**src/rtl/control_unity_if.sv**
```systemverilog
// Opcode-to-control bundle between the instruction fetch side and the main decoder.
// The fetch side drives opcode through the master modport; the decoder returns the control signals.
interface control_unity_if;
  logic [3:0] opcode;
  logic       RegDst;
  logic       Branch;
  logic       MemRead;
  logic       MemtoReg;
  logic [1:0] ALUOp;
  logic       MemWrite;
  logic       ALUSrc;
  logic       RegWrite;

  modport master (
    output opcode,
    input  RegDst, Branch, MemRead, MemtoReg, ALUOp, MemWrite, ALUSrc, RegWrite
  );

  modport slave (
    input  opcode,
    output RegDst, Branch, MemRead, MemtoReg, ALUOp, MemWrite, ALUSrc, RegWrite
  );
endinterface

```
**src/rtl/control_unity.sv**
```systemverilog
// Main decoder of the 16-bit processor: opcode in, registered datapath controls out.
// Controls appear one rising edge after the opcode; there is no instruction history.
module control_unity (
  input  logic            clock,
  input  logic            reset,
  control_unity_if.slave  bus
);

  typedef struct packed {
    logic       reg_dst;
    logic       branch;
    logic       mem_read;
    logic       mem_to_reg;
    logic [1:0] alu_op;
    logic       mem_write;
    logic       alu_src;
    logic       reg_write;
  } ctrl_t;

  localparam logic [1:0] AluAdd = 2'b00;
  localparam logic [1:0] AluSub = 2'b01;
  localparam logic [1:0] AluFn  = 2'b10;
  localparam logic [1:0] AluLog = 2'b11;

  ctrl_t w_ctrl;
  ctrl_t r_ctrl;

  // Reserved and unknown opcodes fall through to the all-zero NOP pattern.
  always_comb begin
    w_ctrl = '0;
    case (bus.opcode)
      4'b0001, 4'b0010, 4'b0011, 4'b0100, 4'b0101: begin
        w_ctrl.reg_dst   = 1'b1;
        w_ctrl.alu_op    = AluFn;
        w_ctrl.reg_write = 1'b1;
      end
      4'b0110: begin
        w_ctrl.alu_src   = 1'b1;
        w_ctrl.alu_op    = AluAdd;
        w_ctrl.reg_write = 1'b1;
      end
      4'b0111: begin
        w_ctrl.alu_src    = 1'b1;
        w_ctrl.mem_read   = 1'b1;
        w_ctrl.mem_to_reg = 1'b1;
        w_ctrl.alu_op     = AluAdd;
        w_ctrl.reg_write  = 1'b1;
      end
      4'b1000: begin
        w_ctrl.alu_src   = 1'b1;
        w_ctrl.mem_write = 1'b1;
        w_ctrl.alu_op    = AluAdd;
      end
      4'b1001: begin
        w_ctrl.branch = 1'b1;
        w_ctrl.alu_op = AluSub;
      end
      4'b1010, 4'b1011: begin
        w_ctrl.alu_src   = 1'b1;
        w_ctrl.alu_op    = AluLog;
        w_ctrl.reg_write = 1'b1;
      end
      default: w_ctrl = '0;
    endcase
  end

  always_ff @(posedge clock or negedge reset) begin
    if (!reset) begin
      r_ctrl <= '0;
    end else begin
      r_ctrl <= w_ctrl;
    end
  end

  assign bus.RegDst   = r_ctrl.reg_dst;
  assign bus.Branch   = r_ctrl.branch;
  assign bus.MemRead  = r_ctrl.mem_read;
  assign bus.MemtoReg = r_ctrl.mem_to_reg;
  assign bus.ALUOp    = r_ctrl.alu_op;
  assign bus.MemWrite = r_ctrl.mem_write;
  assign bus.ALUSrc   = r_ctrl.alu_src;
  assign bus.RegWrite = r_ctrl.reg_write;

endmodule

```
**src/flat_wrapper.sv**
```systemverilog
// flat-port wrapper written by rule: the top's interface ports become plain ports
module control_unity_flat 
  (clock, reset, bus_opcode, bus_RegDst, bus_Branch, bus_MemRead, bus_MemtoReg, bus_ALUOp, bus_MemWrite, bus_ALUSrc, bus_RegWrite);
  control_unity_if bus_i ();
  input  logic clock;
  input  logic reset;
  input wire logic [$bits(bus_i.opcode)-1:0] bus_opcode;
  output wire logic [$bits(bus_i.RegDst)-1:0] bus_RegDst;
  output wire logic [$bits(bus_i.Branch)-1:0] bus_Branch;
  output wire logic [$bits(bus_i.MemRead)-1:0] bus_MemRead;
  output wire logic [$bits(bus_i.MemtoReg)-1:0] bus_MemtoReg;
  output wire logic [$bits(bus_i.ALUOp)-1:0] bus_ALUOp;
  output wire logic [$bits(bus_i.MemWrite)-1:0] bus_MemWrite;
  output wire logic [$bits(bus_i.ALUSrc)-1:0] bus_ALUSrc;
  output wire logic [$bits(bus_i.RegWrite)-1:0] bus_RegWrite;
  assign bus_i.opcode = bus_opcode;
  assign bus_RegDst = bus_i.RegDst;
  assign bus_Branch = bus_i.Branch;
  assign bus_MemRead = bus_i.MemRead;
  assign bus_MemtoReg = bus_i.MemtoReg;
  assign bus_ALUOp = bus_i.ALUOp;
  assign bus_MemWrite = bus_i.MemWrite;
  assign bus_ALUSrc = bus_i.ALUSrc;
  assign bus_RegWrite = bus_i.RegWrite;
  control_unity u_core (.clock(clock), .reset(reset), .bus(bus_i));
endmodule
```
**config.mk**
```make
export PLATFORM = sky130hd
export DESIGN_NAME = control_unity_flat
export DESIGN_NICKNAME = d
export VERILOG_FILES = /design/src/rtl/control_unity_if.sv /design/src/rtl/control_unity.sv /design/src/flat_wrapper.sv
export SDC_FILE = /design/constraint.sdc
export NUM_CORES = 1
export LEC_CHECK = 0
export ABC_AREA = 1
export BUFFER_PORTS_ARGS = -buffer_cell sky130_fd_sc_hd__buf_2
export CAP_MARGIN = 40
export CELL_PAD_IN_SITES_DETAIL_PLACEMENT = 1
export CELL_PAD_IN_SITES_GLOBAL_PLACEMENT = 1
export CORE_AREA = 3 3 40 42
export CTS_BUF_LIST = sky130_fd_sc_hd__clkbuf_4
export DETAILED_ROUTE_END_ITERATION = 8
export DIE_AREA = 0 0 43 45
export GPL_ROUTABILITY_DRIVEN = 1
export GPL_TIMING_DRIVEN = 0
export PLACE_DENSITY = 0.59
export RECOVER_POWER = 25
export SLEW_MARGIN = 20
export SYNTH_ARGS = -nofsm -noshare
export SYNTH_HDL_FRONTEND = slang
export SYNTH_SLANG_ARGS = --single-unit
```
**constraint.sdc**
```tcl
create_clock -name clock -period 0.8 [get_ports clock]
set_input_delay 0 -clock clock [delete_from_list [all_inputs] [get_ports clock]]
set_output_delay 0 -clock clock [all_outputs]
set_load 0.005 [all_outputs]
```
Word-level counts from Yosys, hierarchy flattened
Index checks and enable logic that the tools add are counted.

Register bits: 9. Input port bits: 6. Output and inout port bits: 9. Logic and storage cells: 30.

Equal/unequal tests: 11. Multiplexer cells: 7. Reductions and logical operators: 4.

Operators by type and width (number): $eq 4x3->1 const B (4); $eq 4x4->1 const B (4); $reduce_or 5->1 (2); $reduce_or 9->1 (1); $eq 4x2->1 const B (2); $pmux 2 s3 (1); $mux 1 (5); $eq 4x1->1 const B (1); $mux 2 (1); $reduce_or 2->1 (1).

Logic depth before layout (Yosys ltp)
Depth in word-level cells: 3. Depth in mapped cells: 4. Depth with buffers taken out: 4.

Worst setup path after synthesis
No wires, ideal clock.

Path kind: register to output. Start point: register u_core.bus.MemRead (netlist name). End point: output port bus_MemtoReg. Arrival: 0.498 ns. Data required time: 0.800 ns. Path slack: 0.302 ns. Cell stages (with the launch flop): 2. Path buffers: 1. Cell sequence: dfrtp_1 -> buf_4.

RTL lines: to (decl) (RTL line flat_wrapper.sv:11) `output wire logic [$bits(bus_i.MemtoReg)-1:0] bus_MemtoReg;`.

Worst setup path after layout
Start point: register u_core.r_ctrl (netlist bit u_core.bus.MemRead). End point: output port bus_MemRead.

RTL lines: from (decl) (RTL line control_unity.sv:26) `ctrl_t r_ctrl;`; from (signal assigned) (RTL line control_unity.sv:71) `r_ctrl <= w_ctrl;`; to (decl) (RTL line flat_wrapper.sv:10) `output wire logic [$bits(bus_i.MemRead)-1:0] bus_MemRead;`.

No word-level cell between the ends.

==> summary.md <==
| Metric | Value |
|---|---|
| Area leader, netlist | `dfrtp_1` |
| Global route total overflow | `0` |
| Layout area overhead | `39.06%` |
| CTS Buf Count | `3` |
| CTS tree | `yes` |
| Crit path cell chain | `buf_2` |
| Footprint of the multi-input gates | `83.83 um2` |
| Syn Area/Cell | `9.706 um2` |
| Core box area | `0.001285 mm2` |
| Final core utilization | `34.66%` |
| Setup TNS Final | `0 ns` |
| GP Congestion | `0.6491` |
| Die footprint | `0.001935 mm2` |
| Clk sinks | `8` |
| CP arrival | `0.75 ns` |
| Final hold viol count | `0` |
| Lkg Pwr | `0.2611 nW` |
| Post-Syn Area | `320.3 um2` |
| Vias in the first global route | `288` |
| Max stage delay on crit path | `0.38 ns` |
| Largest net degree at the start of global routing | `9` |
| Synth top area share | `62.50%` |
| Status | `completed` |
| Worst path bufs/invs | `1` |
| Pwr dens | `1848 mW/mm2` |
| 1st-iter DRT viols | `1` |
| Min-Delay Path Class | `in2reg` |
| Yosys reg bits | `8` |
| DRC Markers | `0` |
| Unrepaired setup endpoints after global routing | `false` |
| Drt wl/cell | `9.409 um` |
| Top cell family by delay on the critical path | `flip-flops` |
| Cells after Synth | `33` |
| Root Buffer | `clkbuf_4` |
| Fmax | `1328 MHz` |
| Register area | `200.2 um2` |
| Fin crit period | `0.7532 ns` |
| I/O Buffers | `14` |
| Final period utilization | `94.15%` |
| Max H-tree Level | `1` |
| Worst-margin pin slew | `0.3953 ns` |
| DP Wirelength | `502.9 um` |
| First-pass GRT wire length | `1076 um` |
| Largest cells by area after synthesis | `dfrtp_1, inv_1, nand2_1` |
| Initial antenna violation count | `0` |
| Slew Limit Fails | `0` |
| First-pass DRT Iterations | `4` |
| CP Data Required Time | `0.80 ns` |
| Share of cells above drive strength 1 | `41.18%` |
| Max VDD drop | `0.0003872 V` |
| Fill cells | `162` |
| Die W | `43 um` |
| CP max FO | `2` |
| CP endpoint kind | `output pin` |
| Die Ht | `45 um` |
| Ant diodes | `0` |
| DR vias | `270` |
| Tot GR Track Use | `7.990%` |
| Commonest non-fill, non-tap cells in the layout | `buf_2, dfrtp_1, inv_1, nand2_1` |
| Clock-pin slew on the worst setup and hold paths | `0.05 ns` |
| Clk buf depth | `2` |
| Initial Utilization | `24.93%` |
| Final Setup Violations | `0` |
| Vias per cell | `4.091` |
| Distinct cells, synth | `12` |
| Max-Cap Viols | `0` |
| Net count after synthesis | `39` |
| Most common cell after layout, fill and taps aside | `buf_2` |
| Final Net Count | `59` |
| Sequential area share after synthesis | `62.50%` |
| Detail Route Antenna Nets | `0` |
| CP Class | `reg2out` |
| Yosys synthesis warning count | `0` |
| I/O pin total | `15` |
| Slew HR | `73.65%` |
| Worst Setup Start Kind | `flip-flop` |
| Num rows | `13` |
| WL final | `621 um` |
| Slowest cell on crit path | `dfrtp_1` |
## stage by stage
stage          power [mW]  hold WS (ns)  instance area (um2)  setup WS [ns]  instances
2_1_floorplan      0.4826       -0.2956                320.3         0.3019         33
3_3_place_gp       0.5414       -0.1597                409.1         0.1488         62
3_5_place_dp       0.5429       -0.1561                409.1         0.1535         62
4_1_cts            0.8474     0.0001847                450.4        0.03260         66
5_1_grt            0.8708       0.02756                445.4        0.01646         66
6_report           0.8231       0.01090                445.4        0.04683         66
## kinds of logic after synthesis
group / synth area share [%]
AOI/OAI and AO/OA: 3.122
buffers and inverters: 10.55
DFF: 62.50
and+or+nand+nor: 23.83
## Yosys cell counts (all sizes together)
cell,number
a21oi,1
buf,1
dfrtp,8
inv,7
nand2,7
nand3,3
nor2,4
nor3,1
o21ai,1
## report_power, final
| part | switching, mW | internal (mW) |
|---|---|---|
| registers | 0.00515 | 0.428 |
| logic | 0.0599 | 0.0458 |
| clock network | 0.114 | 0.170 |
## flip-flops by register name (all words and copies together), names as in the netlist
| register | cells |
|---|---|
| u_core.bus.ALUSrc | 1 |
| u_core.bus.ALUOp | 2 |
| u_core.bus.MemRead | 1 |
| u_core.bus.RegDst | 1 |
| u_core.bus.Branch | 1 |
| u_core.bus.MemWrite | 1 |
| u_core.bus.RegWrite | 1 |
## final cells by class
| type | count | area share, % |
|---|---|---|
| multi-input combinational | 17 | 18.82 |
| sequential | 8 | 44.94 |
| inverter | 7 | 5.899 |
| tap | 15 | 4.213 |
| clock buffer | 3 | 5.056 |
| timing repair buffer | 16 | 21.07 |
## routing by layer
| layer | up-vias | wire (um) | global-route usage (%) |
|---|---|---|---|
| li1 | 134 | - | - |
| met5 | - | 0 | 0 |
| met2 | 16 | 296 | 12.28 |
| met4 | 0 | 17 | 10.84 |
| met3 | 2 | 81 | 0.3984 |
| met1 | 118 | 226 | 8.685 |
## worst paths after layout
path                               startpoint                   to  slack (ns)  cells after the start
min in group asynchronous               reset   u_core.bus.MemRead        0.19                      2
hold / removal                  bus_opcode[0]    u_core.bus.Branch        0.01                      3
max in group asynchronous               reset  u_core.bus.ALUOp[1]        0.33                      2
setup / recovery           u_core.bus.MemRead          bus_MemRead        0.05                      1
## timing repair
action / 4_1_cts / 5_1_grt
setup endpoints to repair: 1 / 0
hold buffers: 2 / 0
endpoints found under the hold margin: 9 / 0
gates resized for setup: 1 / 0
setup buffers: 0 / 0
No activity file was read; power rests on OpenSTA's default activity.
